<file path="config.mk">
export PLATFORM = sky130hd
export DESIGN_NAME = tdm_demux_5ch
export DESIGN_NICKNAME = d
export VERILOG_FILES = /design/src/rtl/tdm_demux_5ch.sv
export SDC_FILE = /design/constraint.sdc
export NUM_CORES = 1
export LEC_CHECK = 0
export ABC_AREA = 1
export CAP_MARGIN = 10
export CORE_MARGIN = 1.5
export CORE_UTILIZATION = 46
export DETAILED_ROUTE_END_ITERATION = 12
export GPL_TIMING_DRIVEN = 0
export PLACE_DENSITY = 0.75
export SYNTH_ARGS = -nofsm -noshare
export SYNTH_HDL_FRONTEND = slang
export SYNTH_SLANG_ARGS = --single-unit
</file>
<file path="constraint.sdc">
create_clock -name clk -period 1.5 [get_ports clk]
set_clock_uncertainty 0.1 [all_clocks]
set_input_delay 0.3 -clock clk [delete_from_list [all_inputs] [get_ports clk]]
set_output_delay 0.3 -clock clk [all_outputs]
set_load 0.05 [all_outputs]
</file>
<file path="src/rtl/tdm_demux_5ch.sv">
`default_nettype none
// ============================================================================
// Module   : tdm_demux_5ch
// Purpose  : Receive-side 1:5 TDM demultiplexer. Collects one WIDTH-bit word
//            per slot (A..E) after a start-of-frame beat into shadow
//            registers, then publishes the complete frame to five output
//            registers in a single cycle together with a frame_valid pulse.
//            A start-of-frame arriving mid-frame drops the partial frame,
//            pulses frame_err and restarts collection with that beat as A.
// Ports    : clk            system clock, rising edge
//            reset          asynchronous active-high reset
//            i_data_in      TDM word for the current slot
//            i_in_valid     i_data_in valid this cycle
//            i_sof          start of frame (only with i_in_valid), slot A
//            o_out_a..e     last complete frame, channels A..E
//            o_frame_valid  one-cycle pulse when o_out_a..e update
//            o_busy         a frame is partially collected
//            o_frame_err    one-cycle pulse when a partial frame is aborted
//            o_err_count    saturating aborted-frame count
// Options  : TDM_ERR_CNT_EN - builds the aborted-frame counter; when not
//            defined o_err_count is tied to zero.
// Revision : 1.0 - initial release
// ============================================================================
module tdm_demux_5ch #(
    parameter int WIDTH     = 4,
    parameter int ERR_CNT_W = 8
) (
    input  logic                 clk,
    input  logic                 reset,
    input  logic [WIDTH-1:0]     i_data_in,
    input  logic                 i_in_valid,
    input  logic                 i_sof,
    output logic [WIDTH-1:0]     o_out_a,
    output logic [WIDTH-1:0]     o_out_b,
    output logic [WIDTH-1:0]     o_out_c,
    output logic [WIDTH-1:0]     o_out_d,
    output logic [WIDTH-1:0]     o_out_e,
    output logic                 o_frame_valid,
    output logic                 o_busy,
    output logic                 o_frame_err,
    output logic [ERR_CNT_W-1:0] o_err_count
);

    localparam logic [2:0] c_SLOT_A = 3'd0;
    localparam logic [2:0] c_SLOT_E = 3'd4;

    typedef enum logic [0:0] {
        S_IDLE    = 1'b0,
        S_COLLECT = 1'b1
    } state_t;

    state_t     r_state;
    state_t     w_state_nxt;
    logic [2:0] r_slot;
    logic [2:0] w_slot_nxt;
    logic       w_wr_en;
    logic [2:0] w_wr_idx;
    logic       w_commit;
    logic       w_abort;

    // Commit and abort are registered once so the frame publish / error
    // pulse land one cycle after the beat that triggered them.
    logic       r_commit_pend;
    logic       r_abort_pend;

    logic [WIDTH-1:0] r_shadow [0:4];

    // ------------------------------------------------------------------
    // State register
    // ------------------------------------------------------------------
    always_ff @(posedge clk or posedge reset) begin
        if (reset) begin
            r_state       <= S_IDLE;
            r_slot        <= c_SLOT_A;
            r_commit_pend <= 1'b0;
            r_abort_pend  <= 1'b0;
        end else begin
            r_state       <= w_state_nxt;
            r_slot        <= w_slot_nxt;
            r_commit_pend <= w_commit;
            r_abort_pend  <= w_abort;
        end
    end

    // ------------------------------------------------------------------
    // Next-state and shadow-write decode
    // ------------------------------------------------------------------
    always_comb begin
        w_state_nxt = r_state;
        w_slot_nxt  = r_slot;
        w_wr_en     = 1'b0;
        w_wr_idx    = c_SLOT_A;
        w_commit    = 1'b0;
        w_abort     = 1'b0;
        case (r_state)
            S_IDLE: begin
                w_slot_nxt = c_SLOT_A;
                if (i_in_valid && i_sof) begin
                    w_wr_en     = 1'b1;
                    w_wr_idx    = c_SLOT_A;
                    w_slot_nxt  = 3'd1;
                    w_state_nxt = S_COLLECT;
                end
            end
            S_COLLECT: begin
                if (r_slot > c_SLOT_E) begin
                    // Out-of-range slot: recover to a clean idle.
                    w_slot_nxt  = c_SLOT_A;
                    w_state_nxt = S_IDLE;
                end else if (i_in_valid) begin
                    if (i_sof) begin
                        // Resync: this beat becomes slot A of a new frame.
                        w_abort    = 1'b1;
                        w_wr_en    = 1'b1;
                        w_wr_idx   = c_SLOT_A;
                        w_slot_nxt = 3'd1;
                    end else begin
                        w_wr_en  = 1'b1;
                        w_wr_idx = r_slot;
                        if (r_slot == c_SLOT_E) begin
                            w_commit    = 1'b1;
                            w_slot_nxt  = c_SLOT_A;
                            w_state_nxt = S_IDLE;
                        end else begin
                            w_slot_nxt = r_slot + 3'd1;
                        end
                    end
                end
            end
            default: begin
                w_slot_nxt  = c_SLOT_A;
                w_state_nxt = S_IDLE;
            end
        endcase
    end

    // ------------------------------------------------------------------
    // Shadow registers, one per slot
    // ------------------------------------------------------------------
    for (genvar gi = 0; gi < 5; gi++) begin : g_shadow
        always_ff @(posedge clk or posedge reset) begin
            if (reset) begin
                r_shadow[gi] <= '0;
            end else if (w_wr_en && (w_wr_idx == 3'(gi))) begin
                r_shadow[gi] <= i_data_in;
            end
        end
    end

    // ------------------------------------------------------------------
    // Output registers. A slot-A capture for a back-to-back frame may
    // happen on the same edge as the publish; the publish reads the
    // pre-edge shadow value so the old frame stays intact.
    // ------------------------------------------------------------------
    always_ff @(posedge clk or posedge reset) begin
        if (reset) begin
            o_out_a       <= '0;
            o_out_b       <= '0;
            o_out_c       <= '0;
            o_out_d       <= '0;
            o_out_e       <= '0;
            o_frame_valid <= 1'b0;
            o_frame_err   <= 1'b0;
        end else begin
            o_frame_valid <= r_commit_pend;
            o_frame_err   <= r_abort_pend;
            if (r_commit_pend) begin
                o_out_a <= r_shadow[0];
                o_out_b <= r_shadow[1];
                o_out_c <= r_shadow[2];
                o_out_d <= r_shadow[3];
                o_out_e <= r_shadow[4];
            end
        end
    end

    assign o_busy = (r_state == S_COLLECT);

    // ------------------------------------------------------------------
    // Aborted-frame counter (optional)
    // ------------------------------------------------------------------
`ifdef TDM_ERR_CNT_EN
    logic [ERR_CNT_W-1:0] r_err_count;

    // Steps on the same edge that raises o_frame_err; sticks at all-ones.
    always_ff @(posedge clk or posedge reset) begin
        if (reset) begin
            r_err_count <= '0;
        end else if (r_abort_pend && (r_err_count != '1)) begin
            r_err_count <= r_err_count + 1'b1;
        end
    end

    assign o_err_count = r_err_count;
`else
    assign o_err_count = '0;
`endif

endmodule
`default_nettype wire

</file>
; Word-level counts from Yosys, hierarchy flattened
; Index checks and enable logic that the tools add are counted.
[classes]
muxes = 28
n_addsub = 1
bitwise = 1
reduce_logical = 7
n_eq_ne = 6
n_lt_le_gt_ge = 1
[op_table]
columns = op, n
row1 = 3-bit two-way mux, 7
row2 = 1-bit two-way mux, 17
row3 = 3-bit one-hot mux with 2 select lines, 2
row4 = "3-bit by 2-bit equality test with 1-bit output, second input constant", 2
row5 = "3-bit equality test, second input constant", 2
row6 = 1-bit logical AND, 6
row7 = 1-bit one-hot mux with 2 select lines, 2
row8 = "3-bit by 1-bit adder with 3-bit output, second input constant", 1
row9 = "3-bit by 1-bit equality test with 1-bit output, second input constant", 1
row10 = "3-bit > comparator, second input constant", 1
row11 = 3-bit logical NOT, 1
row12 = "3-bit by 2-bit inequality test with 1-bit output, second input constant", 1
row13 = 1-bit NOT, 1
[totals]
regBits = 48
word_cells = 60
output_inout_bits = 31
in_bits = 8

; Longest topological paths before layout
; Gate-level depths: netlist of the first run.
[depth]
depth_word = 6
depth_mapped = 10
mapped_depth_nobuf = 10

; Worst setup path before layout of the first run
; OpenSTA, ideal clock, no wires.
[synth_path]
kind = register to register
start = register r_state (netlist: o_busy)
end = register r_shadow[16] (netlist bit)
arrival_ps = 1404
path_stages_with_launch = 8
setup_slack_ps = -121
required_time_ps = 1283
path_buffers = 0
period_less_slack_ps = 1621
setup_time_ps = 117
path_cell_list = dfrtp_1 nand2_1 inv_2 nand2_4 nand2_1 nand3_2 nand2_1 nand2_1
[synth_between]
elab_chain_cells = 4
elab_cells_between_ends = 5
classes_between = mux (2) / bitwise (1) / reduce/logical (2)
[synth_lines]
columns = element, line
row1 = from (decl), 52  ; state_t r_state;
row2 = from (signal assigned), 78  ; r_state <= w_state_nxt;
row3 = 1-bit NOT, --
row4 = 3-bit one-hot mux with 2 select lines, 95  ; case (r_state)
row5 = 3-bit logical NOT, 144  ; end else if (w_wr_en && (w_wr_idx == 3'(gi))) begin
row6 = 1-bit logical AND *, 144
row7 = "to (signal, indexed assignment)", 145  ; r_shadow[gi] <= i_data_in;
row8 = to (decl), 66  ; logic [WIDTH-1:0] r_shadow [0:4];
; Mark *: on every way between the ends. The rest lies on a longest branch, timed or not.
; A chain may end at the register's enable or synchronous reset.

; Final worst setup path of the first run
[layout_path]
start = register r_slot[1]
end = register r_shadow[7] (netlist bit)
[layout_between]
elab_chain_cells = 6
elab_cells_between_ends = 9
classes_between = order compare (1) / eq/ne (1) / mux (6) / reduce/logical (1)
[layout_lines]
columns = element, line
row1 = from (decl), 54  ; logic [2:0] r_slot;
row2 = from (signal assigned), 74  ; r_slot <= c_SLOT_A;
row3 = from (signal assigned), 79  ; r_slot <= w_slot_nxt;
row4 = "parallel branches: the longest is 5 deep, another holds 3-bit > comparator", --
row5 = 1-bit logical AND *, 144
; Mark *: on every way between the ends.

==> results of run 1 <==
==> area by class of cell <==
type                       count  area (µm²)
fill                         342        1620
buffer                        11        81.3
clock inverter                 2        60.1
multi-input combinational    110         822
inverter                      17        72.6
tap                           52        65.1
clock buffer                   5        68.8
timing repair buffer          35         359
sequential                    48        1200
==> registers in the layout (all words and copies together) (netlist names) <==
signal and count:
o_out_e 4, o_out_c 4, o_out_d 4, o_busy 1
r_commit_pend 1, r_shadow 20, o_out_b 4, r_abort_pend 1
r_slot 3, o_out_a 4, o_frame_err 1, o_frame_valid 1
==> path summary, 6_finish.rpt <==
| path | start | endpoint | slack (ps) | cells after the start |
|---|---|---|---|---|
| worst max-delay path | r_slot[1] | r_shadow[7] | -20 | 9 |
| worst min-delay path | r_abort_pend | o_frame_err | 260 | 0 |
| worst max register to register | r_slot[1] | r_shadow[7] | -20 | 9 |
| worst min register to register | r_abort_pend | o_frame_err | 260 | 0 |
| max in group asynchronous | reset | o_busy | 260 | 2 |
| min in group asynchronous | reset | o_out_d[3] | 450 | 2 |
==> cells in the mapped netlist <==
cell type  number  area share, %
dfrtp_1        48             57
nand2_1        35            6.3
mux2_2         20             11
o21ai_1        13            3.1
inv_1           9            1.6
nand4_1         9            2.7
buf_4           8            2.9
inv_2           8            1.4
nand3_4         4            3.3
nand3_1         3           0.72
nor2_1          3           0.54
buf_2           2           0.48
ha_1            2            1.2
nand2_4         2            1.1
nor2_4          2            1.1
nor2_8          2            1.9
a21oi_1         1           0.24
a21oi_2         1           0.42
buf_6           1           0.54
conb_1          1           0.18
nand2_2         1           0.30
nand3_2         1           0.48
nor2_2          1           0.30
o21ai_0         1           0.24
o21ai_4         1           0.78
==> layer usage <==
metal / track usage [%] / wire length [µm] / vias to the layer above
met4: 5.13 / 50 / 0
li1: - / - / 675
met3: 4.33 / 158 / 5
met1: 22.2 / 1620 / 651
met2: 24.9 / 1670 / 28
met5: 0 / 0 / -
==> what timing repair did <==
action / CTS / global route
endpoints found under the setup margin: 43 / 21
resized for setup: 70 / 10
hold endpoints to repair: 0 / 0
pin swaps: 0 / 7
setup buffers: 3 / 3
==> worst max-delay path: cells and delay by family (launching register included) <==
kind                       cells  cell delay, ps
and+or+nand+nor                5             570
AOI/OAI and AO/OA              1              60
adders and majority gates      1             160
DFF                            1             390
buffers and inverters          2             130
==> metrics by stage <==
step	power (mW)	utilization (%)	setup WS (ps)
after floorplan	3.60	-	7.88
after global placement	4.19	57.9	-297
after detailed placement	4.24	57.9	-329
after CTS	5.30	62.0	8.56
after global routing	5.62	62.7	-106
final	5.31	62.7	-23.8
==> cell families (layout without fill, tap and decap cells) <==
logic type	Yosys count	in the layout	share of synthesized area (%)
other	1	8	0.179
AND/OR/NAND/NOR	63	63	18.7
flip-flops	48	48	57.4
buffers and inverters	28	70	6.94
adder cells (fa/ha/maj)	2	2	1.20
multiplexers	20	20	10.8
AO/OA/AOI/OAI	17	17	4.78
==> report_power, final <==
group	internal, mW	switching [mW]	leakage (nW)
sequential	1.75	0.257	0.638
clock	0.656	0.407	0.0642
combinational	0.788	1.46	0.638
total	3.19	2.12	1.34
==> impl_metrics.py, run 1 <==
metrics = {
    "clock_tree": {
        "cts_tree": "built",
        "ctsLongestPathBuffers": 2,
        "htree_levels": 2,
        "path_clk_slew_ps": 80,
        "clk_latency_ps": 300,
        "clkSinkCount": 48,
        "cts_root_buf": "clkbuf_8",
        "cts_hold_buf": 0,
        "cts_buffers": 5,
    },
    "placed_design": {
        "dpl_cell_area_um2": 2520,
        "hpwlAfterDp_um": 2480,
        "port_buffers": 30,
        "place_inst": 268,
        "gp_congestion": 0.771,
    },
    "global_route": {
        "grt_pass1_wl_um": 6280,
        "track_usage_pct": 16.1,
        "overflow": 0,
        "grt_max_degree": 49,
        "grt_pass1_vias": 1330,
        "antenna_found_initial": 0,
    },
    "sta": {
        "slew_violations": 0,
        "finalHoldViolCount": 0,
        "period_minus_slack_ps": 1520,
        "setup_viol": 4,
        "fmax_mhz": 656,
        "slew_headroom_pct": 34.4,
        "fin_ws_ps": -23.8,
        "post-route-period-util_pct": 102,
        "worstMarginPinSlew_ps": 982,
        "whs_ps": 257,
        "setup_tns_ps": -47.9,
        "rsz0062_at_grt": "true",
    },
    "critical_path": {
        "crit_fanout": 8,
        "crit_arrival_ps": 1610,
        "startpoint_type": "flop",
        "critical_path_class": "flop to flop",
        "worst_setup_path_end_kind": "flop",
        "cpMaxStageDelayCell": "dfrtp_1",
        "cpPeakStageDelay_ps": 390,
        "critPathRequiredTime_ps": 1590,
        "crit_chain": "inv_2, ha_4, inv_4, nand2_4, nand2_8, nor2_8, nand3_4, nand2_1, o21ai_1",
    },
    "synthesis": {
        "ys_seq_area_share_pct": 57.4,
        "synth-seq-cells": 48,
        "ys_types": 25,
        "netlist_area_um2": 2090,
        "syn_inst": 179,
        "ys.warnings.count": 0,
        "syn_avg_cell_area_um2": 11.7,
    },
    "die": {
        "io_pins": 39,
        "initial_utilization_pct": 48.0,
        "rows": 24,
        "die_y_um": 70.4,
        "core-area_um2": 4350,
        "die_x_um": 70.4,
        "dieArea_um2": 4960,
    },
    "drt": {
        "drt_iter0_drc": 129,
        "drtPass1Iterations": 4,
        "vias": 1359,
        "drtAntennaViolNets": 0,
        "drcViolationCount": 0,
        "routedWlPerCell_um": 12.5,
        "wl_um": 3500,
        "via_per_inst": 4.85,
    },
    "pwr": {
        "cellPowerDensity_nw_per_um2": 1940,
        "p_leak_nw": 1.34,
        "ir_drop_v": 0.000799,
    },
    "cells_and_area": {
        "drive_gt1_share_pct": 43.9,
        "layout.nets": 238,
        "area_delta_synth_final_pct": 30.6,
        "fin_area_um2": 2730,
        "stdcell_count": 280,
        "final_common_cell": "dfrtp_1",
        "mostFrequentLayoutCells": "dfrtp_1 (47), nand2_1 (29), clkdlybuf4s15_2 (22)",
        "diodes": 0,
    },
    "run": {
        "drv_cap": 0,
    },
    "run_status": {
        "violations": "negative setup slack",
        "status": "complete, but fails checks",
    },
    "worst_hold_path": {
        "hp-class": "flop to flop",
    },
}
Note: power is estimated with default switching activity, not from simulation.
==> run 2, diff against run 1 <==
TNS_END_PERCENT = 5   (was not set)
==> run 2 against run 1 <==
Global-route usage down 0.31 points. Clock power down 13%. Worst hold slack gained 2.6 ps. Largest power group unchanged. Combinational power about the same. Die area is the same. First-iteration DRC count down 60%. Critical path type unchanged. The run still ends with negative setup slack left. Sequential power about the same. Clock-buffer cell count unchanged. Sequential cell count did not move.
==> impl_metrics.py, run 2 (synthesis results as in run 1) <==
metrics = {
    "critical_path": {
        "crit_top_cell": "inv_2",
        "cp_top_family": "simple AND/OR/NAND/NOR gates",
        "startpoint_type": "flop",
        "critical_path_class": "flop to flop",
        "crit_fanout": 8,
        "worst_setup_path_end_kind": "flop",
        "critPathRequiredTime_ps": 1590,
        "crit_arrival_ps": 1630,
        "worst-path-buf-inv": 2,
        "cpMaxStageDelayCell": "dfrtp_1",
        "crit_chain": "inv_2, ha_4, inv_2, nand2_4, nand2_8, nor2_8, nand3_4, nand2_2, o21ai_1",
        "cpPeakStageDelay_ps": 400,
    },
    "die": {
        "io_pins": 39,
        "rows": 24,
        "core-area_um2": 4350,
        "die_x_um": 70.4,
        "die_y_um": 70.4,
        "initial_utilization_pct": 48.0,
        "dieArea_um2": 4960,
    },
    "global_route": {
        "track_usage_pct": 15.8,
        "grt_pass1_vias": 1297,
        "grt_pass1_wl_um": 6030,
        "antenna_found_initial": 0,
        "grt_max_degree": 49,
        "overflow": 0,
    },
    "sta": {
        "post-route-period-util_pct": 103,
        "period_minus_slack_ps": 1540,
        "rsz0062_at_grt": "true",
        "finalHoldViolCount": 0,
        "fmax_mhz": 650,
        "slew_headroom_pct": 35.2,
        "worstMarginPinSlew_ps": 970,
        "slew_violations": 0,
        "setup_viol": 8,
        "fin_ws_ps": -39.2,
    },
    "placed_design": {
        "gp_congestion": 0.785,
        "port_buffers": 30,
        "hpwlAfterDp_um": 2470,
        "dpl_cell_area_um2": 2510,
        "pre_cts_ws_ps": -310,
    },
    "pwr": {
        "pwr-share-comb_pct": 43.2,
        "power.net_switching_mw": 2.14,
        "ir_drop_v": 0.000781,
        "p_leak_nw": 1.34,
        "internal_power_mw": 3.01,
        "pwr-share-clk_pct": 17.9,
        "pwr-share-seq_pct": 38.9,
        "p_sw_share_pct": 41.6,
        "cellPowerDensity_nw_per_um2": 1910,
    },
    "drt": {
        "vias": 1355,
        "drtPass1Iterations": 4,
        "wl_um": 3580,
        "drt_iter0_drc": 51,
        "routedWlPerCell_um": 12.8,
        "drtAntennaViolNets": 0,
        "drcViolationCount": 0,
        "via_per_inst": 4.84,
    },
    "clock_tree": {
        "htree_levels": 2,
        "cts_tree": "built",
        "clk_latency_ps": 300,
        "cts_root_buf": "clkbuf_8",
        "ctsLongestPathBuffers": 2,
        "cts_buffers": 5,
        "cts_hold_buf": 0,
        "path_clk_slew_ps": 90,
        "clkSinkCount": 48,
    },
    "worst_hold_path": {
        "hp-class": "flop to flop",
    },
    "cells_and_area": {
        "multi_input_area_um2": 818,
        "drive_gt1_share_pct": 42.1,
        "final_common_cell": "dfrtp_1",
        "mostFrequentLayoutCells": "dfrtp_1 (47), nand2_1 (32), clkdlybuf4s15_2 (21)",
        "area_delta_synth_final_pct": 29.0,
        "largest-register": "r_shadow",
        "fin_area_um2": 2700,
        "largest_reg_flops": 20,
        "layout.nets": 237,
        "diodes": 0,
        "n_fill_cell": 353,
        "ff_latch_area_um2": 1200,
    },
    "run_status": {
        "status": "complete, but fails checks",
        "violations": "negative setup slack",
    },
    "run": {
        "drv_cap": 0,
    },
}
[run 2: cell count changes in the layout (fill, tap and decap cells not counted), moves of 2 or more]
cell / before / now
nand2_2: 5 / 2
inv_4: 2 / 0
inv_2: 7 / 9
nand2_1: 29 / 32
[run 2: final timing paths]
check                      slack (ps)  cells past startpoint          from           end
max                               -40                      9     r_slot[1]  r_shadow[11]
min                               260                      0  r_abort_pend   o_frame_err
max reg2reg                       -40                      9     r_slot[1]  r_shadow[11]
min reg2reg                       260                      0  r_abort_pend   o_frame_err
max in group asynchronous         290                      2         reset        o_busy
min in group asynchronous         440                      2         reset        o_busy
[run 2: stage by stage]
step | hold WS [ps] | total power, mW | instances | util (%) | setup TNS [ps]
after floorplan | 230 | 3.57 | 186 | - | -208
after global placement | 233 | 4.15 | 268 | 57.6 | -9720
after detailed placement | 243 | 4.20 | 268 | 57.6 | -11000
after CTS | 263 | 5.10 | 278 | 61.1 | -595
after global routing | 287 | 5.44 | 280 | 62.0 | -1470
final | 260 | 5.15 | 280 | 62.0 | -181
[run 2: layout make-up]
class	instances	share of cell area, %
plain buffers	11	3.15
clock buffers	5	2.55
clock inverters	3	1.58
inverters	17	2.50
multi-input cells	110	30.3
flip-flops and latches	48	44.6
well taps	52	2.41
repair buffers	34	12.9
[run 2: repair_timing]
action                                  4_1_cts  5_1_grt
endpoints found under the setup margin       43       22
pin swaps                                     1        6
resized for setup                            68       11
buffers inserted                              2        2
hold endpoints to repair                      0        0
[run 2: layer usage]
layer  global-route usage (%)  wire [µm]  share of wire [%]
met5                        0          0                  0
met4                     9.40        115                3.2
met3                     3.46        145                4.1
met2                     23.7       1710                 48
met1                     21.0       1610                 45
[run 2: power groups by stage]
| stage | registers, mW | logic, mW | clock network (mW) |
|---|---|---|---|
| 6_report | 2.00 | 2.22 | 0.923 |
| 5_1_grt | 2.07 | 2.37 | 1.00 |
| 4_1_cts | 2.00 | 2.16 | 0.943 |
| 3_5_place_dp | 2.04 | 2.17 | 0 |
| 3_3_place_gp | 2.02 | 2.13 | 0 |
| 2_1_floorplan | 2.72 | 0.853 | 0 |
==> run 3, diff against run 2 <==
SETUP_SLACK_MARGIN = 0.4   (was not set)
==> run 3 against run 2 <==
The run now ends clean. First-iteration DRC count up 69%. Sequential cell count unchanged. Fmax up 3.6%. Sequential power up 3%. Worst hold slack worse by 160 ps. Core utilization up 1.9 points. Sequential share of layout area down 1.3 points. Final cell count up 0.71%. Wire length up 3.5%. Global-route usage up 0.22 points. Largest cell class unchanged.
==> impl_metrics.py, run 3 (synthesis results as in run 1) <==
metrics = {
    "run_status": {
        "status": "completed",
    },
    "critical_path": {
        "r2r_cells": 9,
        "critPathRequiredTime_ps": 1590,
        "startpoint": "r_slot[0]",
        "crit_arrival_ps": 1580,
        "critical_path_class": "flop to flop",
        "r2r_slack_ps": 10,
        "crit_fanout": 8,
        "crit_end": "r_shadow[9]",
        "r2r-start": "r_slot[0]",
        "r2r_end": "r_shadow[9]",
        "worst_setup_path_end_kind": "flop",
        "startpoint_type": "flop",
    },
    "clock_tree": {
        "cts_tree": "built",
        "path_clk_slew_ps": 80,
        "cts_root_buf": "clkbuf_8",
        "clkSinkCount": 48,
        "cts_buffers": 5,
        "ctsLongestPathBuffers": 2,
        "cts_hold_buf": 0,
        "htree_levels": 2,
        "clk_latency_ps": 300,
    },
    "sta": {
        "rsz0062_at_grt": "true",
        "setup_viol": 0,
        "worstMarginPinSlew_ps": 995,
        "period_minus_slack_ps": 1490,
        "fin_ws_ps": 13.7,
        "slew_headroom_pct": 33.5,
        "slew_violations": 0,
        "finalHoldViolCount": 0,
        "post-route-period-util_pct": 99.1,
        "fmax_mhz": 673,
    },
    "placed_design": {
        "port_buffers": 30,
        "dpl_cell_area_um2": 2510,
        "place_inst": 268,
        "pre_cts_ws_ps": -325,
        "hpwlAfterDp_um": 2460,
        "gp_congestion": 0.755,
    },
    "pwr": {
        "pwr-share-clk_pct": 13.4,
        "cellPowerDensity_nw_per_um2": 1900,
        "ir_drop_v": 0.000786,
        "power.net_switching_mw": 2.17,
        "p_leak_nw": 1.41,
        "p_sw_share_pct": 41.2,
        "pwr-share-seq_pct": 39.2,
        "pwr-share-comb_pct": 47.5,
        "internal_power_mw": 3.10,
    },
    "cells_and_area": {
        "layout.nets": 240,
        "largest_reg_flops": 20,
        "final_util_pct": 63.9,
        "n_fill_cell": 332,
        "ff_latch_area_um2": 1200,
        "largest-register": "r_shadow",
        "drive_gt1_share_pct": 42.6,
        "mostFrequentLayoutCells": "dfrtp_1 (47), nand2_1 (33), buf_6 (22)",
        "area_delta_synth_final_pct": 32.9,
        "fin_area_um2": 2780,
        "multi_input_area_um2": 882,
        "diodes": 0,
        "final_common_cell": "dfrtp_1",
        "stdcell_count": 282,
    },
    "drt": {
        "drtPass1Iterations": 4,
        "wl_um": 3700,
        "drt_iter0_drc": 86,
        "vias": 1381,
        "drcViolationCount": 0,
        "drtAntennaViolNets": 0,
        "via_per_inst": 4.90,
        "routedWlPerCell_um": 13.1,
    },
    "die": {
        "die_y_um": 70.4,
        "rows": 24,
        "io_pins": 39,
        "core-area_um2": 4350,
        "dieArea_um2": 4960,
        "initial_utilization_pct": 48.0,
        "die_x_um": 70.4,
    },
    "global_route": {
        "grt_pass1_wl_um": 6090,
        "grt_pass1_vias": 1330,
        "track_usage_pct": 16.1,
        "gr-usage-met1_pct": 21.1,
        "grt-busiest-layer": "met2",
        "gr-usage-met3_pct": 4.76,
        "gr-usage-met2_pct": 24.6,
        "antenna_found_initial": 0,
        "grt_max_degree": 49,
        "overflow": 0,
    },
    "run": {
        "drv_cap": 0,
    },
    "worst_hold_path": {
        "hp-class": "input pin to async pin",
    },
}
-- run 3: changes by cell type in the layout (fill, tap and decap cells not counted), sizes merged --
cell,before,now
buf,16,41
clkdlybuf4s15,21,0
clkdlybuf4s50,6,4
dlygate4sd2,0,2
bufinv,1,0
clkbuf,6,7
clkinvlp,2,1
dlymetal6s2s,1,0
-- run 3: worst min path at each step --
stage,startpoint,end,slack (ps),depth (start not counted)
final,reset,r_shadow[3],100,2
after detailed placement,r_abort_pend,o_frame_err,240,0
after global routing,reset,o_out_a[3],190,2
after CTS,r_abort_pend,o_frame_err,250,0
after floorplan,reset,o_frame_err,230,1
after global placement,r_abort_pend,o_frame_err,240,0
-- run 3: power by group through the flow --
stage                     Clock (mW)  Sequential, mW  Combinational [mW]
after floorplan                    0            2.72               0.862
after global placement             0            2.02                2.15
after detailed placement           0            2.03                2.18
after CTS                      0.732            2.01                2.26
after global routing           0.782            2.12                2.67
final                          0.705            2.06                2.50
-- run 3: final cells by class --
class | count | share of cell area [%]
well taps | 52 | 2.34
clock inverters | 1 | 0.180
repair buffers | 37 | 13.6
inverters | 17 | 2.52
flip-flops and latches | 48 | 43.2
clock buffers | 6 | 2.61
multi-input cells | 110 | 31.7
plain buffers | 11 | 3.78
-- run 3: metrics by stage --
stage                     power (mW)  hold WS (ps)  TNS (ps)
after global routing            5.58           191      -491
after detailed placement        4.21           236    -10640
after global placement          4.16           236    -10240
after floorplan                 3.58           230         0
final                           5.27          96.8         0
after CTS                       5.00           254         0
-- run 3: per-layer routing --
| metal | vias to the layer above | wire length (µm) |
|---|---|---|
| li1 | 673 | - |
| met1 | 674 | 1710 |
| met2 | 28 | 1790 |
| met3 | 6 | 138 |
| met4 | 0 | 69 |
| met5 | - | 0 |
-- run 3: timing repair --
action                                 CTS  global route
setup endpoints to repair              117           117
pin swaps                                5             3
setup buffers                            7             0
endpoints found under the hold margin    0             0
resized for setup                       91           127
-- run 3: critical path, stage by stage (launching register included) --
cell	delay [ps]
dfrtp_1	410
inv_2	90
ha_4	150
inv_4	40
nand2_4	80
nand2_8	90
nor2_8	130
nand3_4	130
nand2_1	100
o21ai_1	60
